===== src/rtl/instr_pkg.sv =====
`default_nettype none
// ============================================================================
//  Module      : instr_pkg
//  Description : Shared types and constants for the instruction assembler
//                and the downstream instruction register stage.
//  Revision    : 1.0 - initial release
// ============================================================================
package instr_pkg;

    // Bytes per frame: one opcode, four address bytes, four data bytes
    localparam int FRAME_LEN = 9;

    // Bytes per multi-byte field, and the byte index of the last one
    localparam int       FIELD_BYTES    = (FRAME_LEN - 1) / 2;
    localparam logic [1:0] LAST_FIELD_IDX = 2'(FIELD_BYTES - 1);

    // Assembled instruction, packed as {address, data, opcode}
    typedef struct packed {
        logic [31:0] address;
        logic [31:0] data;
        logic [7:0]  opcode;
    } instruction_word_t;

    // Frame parser states
    typedef enum logic [1:0] {
        S_OPC  = 2'd0,
        S_ADDR = 2'd1,
        S_DATA = 2'd2
    } state_t;

endpackage
`default_nettype wire


===== src/rtl/instr_shift8.sv =====
`default_nettype none
// ============================================================================
//  Module      : instr_shift8
//  Description : 32-bit shift register taking one byte per enabled cycle,
//                MSB byte first. word_o shows the value the register holds
//                after the current edge, so a field completed on this edge
//                can be captured downstream on the same edge.
//  Revision    : 1.0 - initial release
// ============================================================================
module instr_shift8 (
    input  logic        clock,
    input  logic        resetN,
    input  logic        clr_i,
    input  logic        en_i,
    input  logic [7:0]  byte_i,
    output logic [31:0] word_o
);

    logic [31:0] shift_q;
    logic [31:0] shift_d;

    // Next value: clear wins over shift, otherwise hold
    always_comb begin
        shift_d = shift_q;
        if (clr_i) begin
            shift_d = '0;
        end else if (en_i) begin
            shift_d = {shift_q[23:0], byte_i};
        end
    end

    // Shift register with asynchronous active-low reset
    always_ff @(posedge clock or negedge resetN) begin
        if (!resetN) begin
            shift_q <= '0;
        end else begin
            shift_q <= shift_d;
        end
    end

    assign word_o = shift_d;

endmodule
`default_nettype wire


===== src/rtl/instr_assembler.sv =====
`default_nettype none
// ============================================================================
//  Module      : instr_assembler
//  Description : Assembles 9-byte serial frames (opcode, address MSB first,
//                data MSB first) into a 72-bit instruction word with a
//                valid/ready output handshake and a framing error pulse.
//  Revision    : 1.0 - initial release
// ============================================================================
module instr_assembler
    import instr_pkg::*;
#(
    parameter logic [7:0] ILLEGAL_OPCODE = 8'hFF,
    parameter int         CNT_W          = 16
) (
    input  logic              clock,
    input  logic              resetN,
    input  logic [7:0]        in_byte,
    input  logic              in_sof,
    input  logic              in_valid,
    output logic              in_ready,
    output instruction_word_t out_word,
    output logic              out_valid,
    input  logic              out_ready,
    output logic              err_frame,
    output logic [CNT_W-1:0]  frame_count
);

    state_t            state_q, state_d;
    logic [1:0]        idx_q, idx_d;
    logic [7:0]        opc_q, opc_d;
    logic              err_q, err_d;
    logic              valid_q, valid_d;
    instruction_word_t word_q, word_d;
    logic [CNT_W-1:0]  cnt_q, cnt_d;

    logic              accept;
    logic              handshake;
    logic              shift_clr;
    logic              addr_en;
    logic              data_en;
    logic              load_word;
    logic [31:0]       addr_word;
    logic [31:0]       data_word;

    // A full word that downstream has not taken blocks further input
    assign in_ready  = !(valid_q && !out_ready);
    assign accept    = in_valid && in_ready;
    assign handshake = valid_q && out_ready;

    instr_shift8 u_addr (
        .clock  (clock),
        .resetN (resetN),
        .clr_i  (shift_clr),
        .en_i   (addr_en),
        .byte_i (in_byte),
        .word_o (addr_word)
    );

    instr_shift8 u_data (
        .clock  (clock),
        .resetN (resetN),
        .clr_i  (shift_clr),
        .en_i   (data_en),
        .byte_i (in_byte),
        .word_o (data_word)
    );

    // Frame parser: sof always restarts, illegal opcodes and stray bytes flag errors
    always_comb begin
        state_d   = state_q;
        idx_d     = idx_q;
        opc_d     = opc_q;
        err_d     = 1'b0;
        shift_clr = 1'b0;
        addr_en   = 1'b0;
        data_en   = 1'b0;
        load_word = 1'b0;
        if (accept) begin
            if (in_sof) begin
                // A sof outside S_OPC aborts a partial frame; one pulse covers
                // the abort and an illegal opcode arriving together
                err_d = (state_q != S_OPC) || (in_byte == ILLEGAL_OPCODE);
                idx_d = 2'd0;
                if (in_byte == ILLEGAL_OPCODE) begin
                    state_d = S_OPC;
                end else begin
                    opc_d     = in_byte;
                    state_d   = S_ADDR;
                    shift_clr = 1'b1;
                end
            end else begin
                case (state_q)
                    S_ADDR: begin
                        addr_en = 1'b1;
                        if (idx_q == LAST_FIELD_IDX) begin
                            state_d = S_DATA;
                            idx_d   = 2'd0;
                        end else begin
                            idx_d = idx_q + 2'd1;
                        end
                    end
                    S_DATA: begin
                        data_en = 1'b1;
                        if (idx_q == LAST_FIELD_IDX) begin
                            load_word = 1'b1;
                            state_d   = S_OPC;
                            idx_d     = 2'd0;
                        end else begin
                            idx_d = idx_q + 2'd1;
                        end
                    end
                    default: begin
                        err_d = 1'b1;
                    end
                endcase
            end
        end
    end

    // Output stage: a new word overrides the clear from a same-cycle handshake
    always_comb begin
        word_d  = word_q;
        valid_d = valid_q;
        cnt_d   = cnt_q;
        if (handshake) begin
            valid_d = 1'b0;
            cnt_d   = cnt_q + CNT_W'(1);
        end
        if (load_word) begin
            valid_d        = 1'b1;
            word_d.address = addr_word;
            word_d.data    = data_word;
            word_d.opcode  = opc_q;
        end
    end

    // State and output registers with asynchronous active-low reset
    always_ff @(posedge clock or negedge resetN) begin
        if (!resetN) begin
            state_q <= S_OPC;
            idx_q   <= 2'd0;
            opc_q   <= 8'd0;
            err_q   <= 1'b0;
            valid_q <= 1'b0;
            word_q  <= '0;
            cnt_q   <= '0;
        end else begin
            state_q <= state_d;
            idx_q   <= idx_d;
            opc_q   <= opc_d;
            err_q   <= err_d;
            valid_q <= valid_d;
            word_q  <= word_d;
            cnt_q   <= cnt_d;
        end
    end

    assign out_word    = word_q;
    assign out_valid   = valid_q;
    assign err_frame   = err_q;
    assign frame_count = cnt_q;

endmodule
`default_nettype wire

===== config.mk =====
export PLATFORM = sky130hd
export DESIGN_NAME = instr_assembler
export DESIGN_NICKNAME = d
export VERILOG_FILES = /design/src/rtl/instr_pkg.sv /design/src/rtl/instr_shift8.sv /design/src/rtl/instr_assembler.sv
export SDC_FILE = /design/constraint.sdc
export NUM_CORES = 1
export LEC_CHECK = 0
export CAP_MARGIN = 20
export CORE_MARGIN = 2
export CORE_UTILIZATION = 43
export CTS_BUF_LIST = sky130_fd_sc_hd__clkbuf_4
export CTS_CLUSTER_SIZE = 14
export DETAILED_ROUTE_END_ITERATION = 6
export GPL_TIMING_DRIVEN = 0
export PLACE_DENSITY = 0.72
export SYNTH_ARGS = -nofsm -noshare
export SYNTH_HDL_FRONTEND = slang
export SYNTH_SLANG_ARGS = --single-unit

===== constraint.sdc =====
create_clock -name clock -period 4.7 [get_ports clock]
set_input_delay 0.94 -clock clock [delete_from_list [all_inputs] [get_ports clock]]
set_output_delay 0.94 -clock clock [all_outputs]
set_load 0.02 [all_outputs]

==> results of run 1 <==
[critical path: cells and delay by family]
family	cells	cell delay, ps
AND/OR/NAND/NOR	1	130
buffers and inverters	3	1260
[worst max path at each step]
| stage | startpoint | endpoint | slack [ps] | cells past startpoint |
|---|---|---|---|---|
| 2_1_floorplan | out_ready | in_ready | 2540 | 2 |
| 3_3_place_gp | resetN | frame_count[4] | -3730 | 1 |
| 3_5_place_dp | out_ready | in_ready | 1430 | 4 |
| 4_1_cts | out_ready | in_ready | 1420 | 4 |
| 5_1_grt | out_ready | in_ready | 1360 | 4 |
| 6_report | out_ready | in_ready | 1430 | 4 |
[Yosys cell counts]
master    number
dfrtp_1      166
clkbuf_1      14
nand4_4        1
or2_1          1
o21ai_0        4
inv_1          3
mux2_2       133
a21oi_1       14
nand2b_1       2
nor2b_1        3
and4_1         2
nand2_1      139
and2b_1        1
nand3_1        9
and3_1         4
a32oi_1        1
and3_4         1
o22ai_1        1
buf_2         15
and2_4         1
xor2_1         4
a31oi_1        3
o21a_1         1
buf_6          8
a21oi_2       50
nor2_1         4
buf_1          1
ha_1           6
nor3_1         2
nand4_1        4
mux2_1        12
xnor2_1       11
[state kept, by name (all words and copies together) (netlist names)]
signal	flops
u_data.shift_q	32
out_valid	1
u_addr.shift_q	32
out_word	72
opc_q	8
state_q	2
idx_q	2
err_frame	1
frame_count	16
[metrics by stage]
step	setup WS, ps	cells	hold slack (ps)	utilization	total power, mW
after global placement	-3730	949	462	0.514	1.98
final	1430	983	262	0.531	2.78
after CTS	1420	982	212	0.531	2.81
after detailed placement	1430	950	477	0.516	2.00
after global routing	1360	983	212	0.531	2.92
after floorplan	2540	621	454	-	1.84
[power groups by stage]
stage                     registers, mW  logic, mW  clock network (mW)
after floorplan                    1.57      0.269                   0
after global placement             1.56      0.414                   0
after detailed placement           1.57      0.432                   0
after CTS                          1.54      0.434               0.839
after global routing               1.55      0.471               0.899
final                              1.54      0.429               0.809
[cell families after synthesis]
family / after synthesis
AOI/OAI and AO/OA: 74
xor gates and xnor gates: 15
adders and majority gates: 6
buffers and inverters: 41
DFF: 166
muxes: 145
and+or+nand+nor: 174
[area by class of cell]
class	count	area, um^2
Clock buffer	21	158
Fill cell	1436	8080
Clock inverter	11	109
Buffer	38	221
Inverter	3	11.3
Multi-Input combinational cell	414	3150
Timing Repair Buffer	104	1060
Antenna cell	1	2.50
Tap cell	225	282
Sequential cell	166	4150
[per-layer routing]
layer  up-vias  global-route usage  wire, um
met5         -                   0         0
met4         0              0.0683       260
met3        19              0.0414       651
met2       121               0.307      8320
met1      2625               0.243      7290
li1       2375                   -         -
==> results.md, run 1 <==
- Finished Cell Area: 0.00916 mm^2
- Total CTS buffers: 17
- Largest net degree at the start of global routing: 122
- Synth Area per Inst: 12.1 um^2
- DRT Pass-1 Iters: 4
- Placed inst area: 0.00889 mm^2
- CP Capture Type: primary output
- Core ar.: 0.0172 mm^2
- Total Routing Usage GR: 0.187
- Vias in the first global route: 5238
- Initial core utilization: 0.437
- P&R area growth vs syn: 21.4%
- Routed len/inst: 16.8 um
- Peak supply drop: 0.000176 V
- Setup violators final: 0
- Most common cell after layout, fill and taps aside: dfrtp_1
- Final-report hold violation count: 0
- P_leak: 4.14 nW
- Critical path, cell by cell: clkdlybuf4s50_1 > nand2b_1 > buf_6 > clkdlybuf4s50_1
- Clk slew on worst S/H paths: 120 ps
- Flops & latches, synth: 166
- Synth Area in Simple Gates: 0.0989
- Hold Crit Class: in2async
- Nets: 763
- Longest Clk Path Bufs: 2
- Sw frac: 0.276
- Routed vias/inst: 5.23
- Critical Path Source Type: input pin
- Worst-Skew Late Latency: 550 ps
- Cts hold-fix bufs: 0
- Setup CP Type: in2out
- Grt total ovfl: 0
- Clock power frac: 0.291
- Max Cap Viol: 0
- CTS Root Cell: clkbuf_4
- Compound-cell area share of the yosys netlist: 0.0755
- Peak Freq: 306 MHz
- Hpwl dp: 11.6 mm
- CTS HTree Levels: 4
- Seq/Total Area, Yosys: 0.551
- Seq pwr share: 0.554
- R2R cell count: 6
- Site Rows: 48
- Minimum clock period: 3270 ps
- Leading cell types in the layout, fill and taps excluded: dfrtp_1, nand2_1, mux2_2, clkdlybuf4s50_1, a21oi_2
- Slowest CP cell: clkdlybuf4s50_1
- Final wirelength: 16.5 mm
- Sink Count: 166
- Post-CTS resize count: 0
- PortBufs: 103
- Post-synthesis net count: 640
- Routability cong.: 0.876
- Least-Margin Pin Slew: 753 ps
- Drt drc: 0
- Share of cells above drive strength 1: 0.320
- Fin. max-slew vios: 0
- Multiplexer area fraction after synthesis: 0.217
- Routed Antenna Nets: 0
- Psw: 767 uW
- CP max stage delay: 610 ps
- Die area: 0.0186 mm^2
- Area leader, netlist: dfrtp_1
- I/O pin count: 104
- Fin crit share: 0.695
- Initial DRC count: 330
- Yosys cell types: 32
- Synth Instances: 621
- Post-CTS Repair Setup Buffers: 0
- Setup TNS: 0 ps
- Die Ht: 136 um
- PD cells: 303 mW/mm^2
- Comb pwr share: 0.155
- Antenna violations before repair: 1
- Worst Clk Skew: 16.6 ps
- Worst EP arrival: 2330 ps
- CP Max Fanout: 9
- Relative slew slack: 0.494
- Pint: 2.01 mW
- Mapped Area: 0.00754 mm^2
- Required @ worst endpoint: 3760 ps
- RSZ-0062 raised after global routing: no
- Largest family of logic cells by synthesized area: multiplexers
- TritonCTS clock tree: yes
- Yosys warns: 0
- Post-synthesis adder-cell area fraction: 0.00996
- Chip width: 136 um
- Flop2flop setup slack: 2400 ps
- R2R Path Start: state_q[0]
- Share of the synthesized area in the top cell type: 0.551
- Via count: 5140
- Synth top area cells: dfrtp_1, mux2_2, nand2_1
- Synth Area in XOR/XNOR: 0.0174
- Reg-to-Reg End: out_word[17]
- First-pass GRT wire length: 26.8 mm
- Status: finished, final reports clean
- Top cell by count, worst path: clkdlybuf4s50_1
No activity file was read; power rests on OpenSTA's default activity.
==> run 2, diff against run 1 <==
--- a/config.mk
+++ b/config.mk
@@ -12,7 +12,7 @@
 export CTS_CLUSTER_SIZE = 14
 export DETAILED_ROUTE_END_ITERATION = 6
 export GPL_TIMING_DRIVEN = 0
-export PLACE_DENSITY = 0.72
+export PLACE_DENSITY = 0.75
 export SYNTH_ARGS = -nofsm -noshare
 export SYNTH_HDL_FRONTEND = slang
 export SYNTH_SLANG_ARGS = --single-unit
==> constraint.sdc (replaced) <==
create_clock -name clock -period 2.7 [get_ports clock]
set_input_delay 0.54 -clock clock [delete_from_list [all_inputs] [get_ports clock]]
set_output_delay 0.54 -clock clock [all_outputs]
set_load 0.02 [all_outputs]
==> run 2 against run 1 <==
Compared with the run above: the flow now finishes with violations (hold timing); clock skew shrank 1.1 ps; highest routed layer unchanged; count of clock-buffer cells in the layout decreased by 4; register-to-register slack got worse by 2000 ps; critical endpoint unchanged; clock power increased by 85%; first-iteration DRC count shrank 28%; via count increased by 0.41%.
==> results.md, run 2 (synthesis results as in run 1) <==
- Initial core utilization: 0.437 (unchanged)
- Final-report hold violation count: 2 (was 0)
- Post-CTS resize count: 0 (unchanged)
- Post-CTS Repair Setup Buffers: 0 (unchanged)
- Final wirelength: 16.3 mm (was 16.5 mm)
- R2R cell count: 6 (unchanged)
- Max Cap Viol: 0 (unchanged)
- Critical Path Source Type: input pin (unchanged)
- Setup WS pre-CTS: 139 ps (was 1430 ps)
- Failing checks: hold timing
- Psw: 1.37 mW (was 767 uW)
- Placed cells: 950 (unchanged)
- Worst EP arrival: 1960 ps (was 2330 ps)
- Status: finished, violations left (was finished, final reports clean)
- Vias in the first global route: 5264 (was 5238)
- Routability cong.: 0.825 (was 0.876)
- Fill cells: 1448 (was 1436)
- Cts hold-fix bufs: 0 (unchanged)
- CP Capture Type: primary output (unchanged)
- Longest Clk Path Bufs: 2 (unchanged)
- Clock power frac: 0.304 (was 0.291)
- Sw frac: 0.279 (was 0.276)
- Finished Layout Cells: 982 (was 983)
- Grt total ovfl: 0 (unchanged)
- TritonCTS clock tree: yes (unchanged)
- Seq pwr share: 0.545 (was 0.554)
- Largest register FFs: 72 (unchanged)
- Hold_ws: -2.28 ps (was 262 ps)
- Largest net degree at the start of global routing: 90 (was 122)
- Total Routing Usage GR: 0.189 (was 0.187)
- Leading cell types in the layout, fill and taps excluded: dfrtp_1, nand2_1, mux2_2, clkdlybuf4s50_1, a21oi_2 (unchanged)
- Required @ worst endpoint: 2160 ps (was 3760 ps)
- P&R area growth vs syn: 21.6% (was 21.4%)
- Total CTS buffers: 17 (unchanged)
- Most common cell after layout, fill and taps aside: dfrtp_1 (unchanged)
- Setup violators final: 0 (unchanged)
- R2R Path Start: state_q[0] (unchanged)
- Fin. max-slew vios: 0 (unchanged)
- Nets: 763 (unchanged)
- Die Ht: 136 um (unchanged)
- Least-Margin Pin Slew: 824 ps (was 753 ps)
- Minimum clock period: 2500 ps
- Setup ws final: 196 ps (was 1430 ps)
- Relative slew slack: 0.451 (was 0.494)
- Pint: 3.55 mW (was 2.01 mW)
- P_leak: 4.14 nW (about the same)
- Worst-Skew Late Latency: 570 ps (was 550 ps)
- Comb pwr share: 0.151 (was 0.155)
- Reg-to-Reg End: out_word[25] (was out_word[17])
- CTS Root Cell: clkbuf_4 (unchanged)
- Peak Freq: 399 MHz
- Via count: 5161 (was 5140)
- Fin crit share: 0.928
- PortBufs: 103 (unchanged)
- Routed len/inst: 16.6 um (was 16.8 um)
- Drt drc: 0 (unchanged)
- Hold Crit Class: in2async (unchanged)
- Hpwl dp: 11.6 mm (about the same)
- Worst Clk Skew: 15.5 ps (was 16.6 ps)
- Site Rows: 48 (unchanged)
- Power, Total: 4.92 mW (was 2.78 mW)
- Core ar.: 0.0172 mm^2 (unchanged)
- Clk slew on worst S/H paths: 130 ps (was 120 ps)
- Peak supply drop: 0.000290 V (was 0.000176 V)
- Initial DRC count: 239 (was 330)
- DRT Pass-1 Iters: 4 (unchanged)
- Share of cells above drive strength 1: 0.313 (was 0.320)
- CTS HTree Levels: 4 (unchanged)
- Die area: 0.0186 mm^2 (unchanged)
- I/O pin count: 104 (unchanged)
- Flop2flop setup slack: 410 ps (was 2400 ps)
- Setup CP Type: in2out (unchanged)
- Routed Antenna Nets: 0 (unchanged)
- Antenna violations before repair: 1 (unchanged)
- RSZ-0062 raised after global routing: no (unchanged)
- Chip width: 136 um (unchanged)
- Routed vias/inst: 5.26 (was 5.23)
- First-pass GRT wire length: 27.1 mm (was 26.8 mm)
- PD cells: 537 mW/mm^2 (was 303 mW/mm^2)
- CP Max Fanout: 9 (unchanged)
- Sink Count: 166 (unchanged)
## run 2: through the flow
step	utilization	cell area [um^2]	setup TNS, ps
2_1_floorplan	-	7540	0
6_report	0.532	9170	0
3_5_place_dp	0.515	8880	0
3_3_place_gp	0.514	8850	-876170
5_1_grt	0.532	9170	0
4_1_cts	0.532	9170	0
## run 2: worst max-delay path by stage
stage / startpoint / end / slack [ps] / depth (start not counted)
2_1_floorplan: state_q[0] / out_word[17] / 790 / 6
4_1_cts: out_ready / in_ready / 180 / 4
3_3_place_gp: resetN / frame_count[5] / -5290 / 1
5_1_grt: out_ready / in_ready / 130 / 4
3_5_place_dp: in_sof / out_word[32] / 140 / 5
6_report: out_ready / in_ready / 200 / 4
## run 2: cell type report
cell class / count / area, um^2 / area share
Sequential cell: 166 / 4150 / 0.453
Multi-Input combinational cell: 414 / 3150 / 0.344
Timing Repair Buffer: 104 / 1060 / 0.116
Tap cell: 225 / 282 / 0.0307
Buffer: 38 / 221 / 0.0242
Clock inverter: 14 / 156 / 0.0171
Clock buffer: 17 / 128 / 0.0139
Inverter: 3 / 11.3 / 0.00123
Antenna cell: 1 / 2.50 / 0.000273
## run 2: worst max-delay path, stage by stage
cell	delay, ps
clkdlybuf4s50_1	490
nand2b_1	130
buf_6	150
clkdlybuf4s50_1	650
## run 2: power groups by stage
stage	clock network (mW)	registers (mW)	logic, mW
5_1_grt	1.64	2.70	0.818
3_5_place_dp	0	2.73	0.751
2_1_floorplan	0	2.73	0.468
3_3_place_gp	0	2.72	0.716
4_1_cts	1.53	2.68	0.752
6_report	1.50	2.68	0.744
## run 2: metal layers
layer  vias to the layer above  global-route usage  routed length (um)
met5                         -                   0                   0
met4                         0              0.0775                 372
met3                        30              0.0347                 628
met2                       123               0.302                7940
met1                      2623               0.256                7350
li1                       2385                   -                   -
==> run 3, diff against run 2 <==
--- a/config.mk
+++ b/config.mk
@@ -6,6 +6,7 @@
 export NUM_CORES = 1
 export LEC_CHECK = 0
 export CAP_MARGIN = 20
+export CORE_ASPECT_RATIO = 0.6
 export CORE_MARGIN = 2
 export CORE_UTILIZATION = 43
 export CTS_BUF_LIST = sky130_fd_sc_hd__clkbuf_4
==> run 3 against run 2 <==
Compared with the run above: the run now ends clean; cell area down 0.27%; clock power down 12%; first-iteration DRC count up 26%; hold slack better by 480 ps; combinational power up 2%; clock skew up 8.2 ps; cell count up 0.92%.
==> results.md, run 3 (synthesis results as in run 1) <==
- Status: finished, final reports clean (was finished, violations left)
- Setup violators final: 0 (unchanged)
- Fin crit share: 0.920 (was 0.928)
- Initial core utilization: 0.439 (was 0.437)
- Drt drc: 0 (unchanged)
- PortBufs: 103 (unchanged)
- Initial DRC count: 302 (was 239)
- Longest Clk Path Bufs: 2 (unchanged)
- PD cells: 521 mW/mm^2 (was 537 mW/mm^2)
- Total CTS buffers: 17 (unchanged)
- Routability cong.: 0.830 (was 0.825)
- Share of cells above drive strength 1: 0.316 (was 0.313)
- CP Capture Type: primary output (unchanged)
- P&R area growth vs syn: 21.3% (was 21.6%)
- Placed cells: 959 (was 950)
- Core ar.: 0.0172 mm^2 (about the same)
- Die Ht: 107 um (was 136 um)
- First-pass GRT wire length: 27.8 mm (was 27.1 mm)
- Setup CP Type: in2out (unchanged)
- Via count: 5143 (was 5161)
- R2R cell count: 6 (unchanged)
- Leading cell types in the layout, fill and taps excluded: dfrtp_1, nand2_1, mux2_2, clkdlybuf4s50_1, a21oi_2 (unchanged)
- Worst-Skew Late Latency: 570 ps (about the same)
- Cts hold-fix bufs: 1 (was 0)
- CTS Root Cell: clkbuf_4 (unchanged)
- Max Cap Viol: 0 (unchanged)
- Fin. max-slew vios: 0 (unchanged)
- RSZ-0062 raised after global routing: no (unchanged)
- Hpwl dp: 12.1 mm (was 11.6 mm)
- Routed Antenna Nets: 0 (unchanged)
- Nets: 764 (was 763)
- CP Max Fanout: 9 (unchanged)
- I/O pin count: 104 (unchanged)
- Post-CTS resize count: 0 (unchanged)
- Clk slew on worst S/H paths: 130 ps (about the same)
- CTS HTree Levels: 4 (unchanged)
- Finished Layout Cells: 991 (was 982)
- Vias in the first global route: 5244 (was 5264)
- Routed len/inst: 17.3 um (was 16.6 um)
- Worst Clk Skew: 23.7 ps (was 15.5 ps)
- Final wirelength: 17.2 mm (was 16.3 mm)
- Die area: 0.0186 mm^2 (about the same)
- Setup TNS: 0 ps (unchanged)
- Antenna violations before repair: 0 (was 1)
- TritonCTS clock tree: yes (unchanged)
- Fill cells: 1441 (was 1448)
- Site Rows: 37 (was 48)
- Chip width: 175 um (was 136 um)
- Final-report hold violation count: 0 (was 2)
- Required @ worst endpoint: 2160 ps (about the same)
- Least-Margin Pin Slew: 681 ps (was 824 ps)
- Minimum clock period: 2480 ps (was 2500 ps)
- Critical Path Source Type: input pin (unchanged)
- P_leak: 4.11 nW (was 4.14 nW)
- Peak supply drop: 0.000257 V (was 0.000290 V)
- Most common cell after layout, fill and taps aside: dfrtp_1 (unchanged)
- Routed vias/inst: 5.19 (was 5.26)
- Largest register FFs: 72 (unchanged)
- Sink Count: 166 (unchanged)
- Hold Crit Class: in2async (unchanged)
- Post-CTS Repair Setup Buffers: 0 (unchanged)
- Peak Freq: 403 MHz (was 399 MHz)
- Relative slew slack: 0.542 (was 0.451)
- Worst EP arrival: 1940 ps (was 1960 ps)
- Largest net degree at the start of global routing: 108 (was 90)
- Total Routing Usage GR: 0.193 (was 0.189)
- # diodes: 0 (was 1)
- Grt total ovfl: 0 (unchanged)
- DRT Pass-1 Iters: 5 (was 4)
==> run 3: path summary, 6_finish.rpt <==
| check | from | endpoint | slack (ps) |
|---|---|---|---|
| max | out_ready | in_ready | 220 |
| min | resetN | frame_count[9] | 480 |
| max reg2reg | state_q[0] | out_word[31] | 430 |
| min reg2reg | frame_count[15] | frame_count[15] | 480 |
| max in group asynchronous | resetN | out_word[56] | 1310 |
| min in group clock | frame_count[15] | frame_count[15] | 480 |
==> run 3: worst max-delay path, stage by stage <==
cell and delay (ps):
clkdlybuf4s50_1 500, nand2b_1 130, buf_6 160, clkdlybuf4s50_1 610
==> run 3: per-stage QoR <==
stage	util	total power, mW	hold slack [ps]	worst slack [ps]	area, um^2
after floorplan	-	3.20	244	789	7540
after global placement	0.516	3.44	459	-5300	8860
after detailed placement	0.518	3.48	468	214	8890
after CTS	0.532	4.81	485	212	9140
after global routing	0.532	5.01	478	153	9140
final	0.532	4.76	480	216	9140
==> run 3: power breakdown <==
group / leakage (nW) / switching, mW / internal, mW / total [mW]
sequential: 2.29 / 0.0969 / 2.59 / 2.69
combinational: 1.70 / 0.424 / 0.334 / 0.758
clock: 0.122 / 0.880 / 0.440 / 1.32
==> run 3: layout make-up <==
type / instances / area [um^2] / share of cell area
Sequential cell: 166 / 4150 / 0.454
Multi-Input combinational cell: 414 / 3150 / 0.345
Timing Repair Buffer: 105 / 1070 / 0.117
Tap cell: 234 / 293 / 0.0320
Buffer: 38 / 221 / 0.0242
Clock buffer: 17 / 128 / 0.0140
Clock inverter: 14 / 113 / 0.0123
Inverter: 3 / 11.3 / 0.00123
==> run 3: layer usage <==
| metal | up-vias | wire length [um] | track usage |
|---|---|---|---|
| li1 | 2374 | - | - |
| met1 | 2599 | 8490 | 0.283 |
| met2 | 155 | 7310 | 0.274 |
| met3 | 15 | 1180 | 0.0652 |
| met4 | 0 | 165 | 0.0470 |
| met5 | - | 0 | 0 |
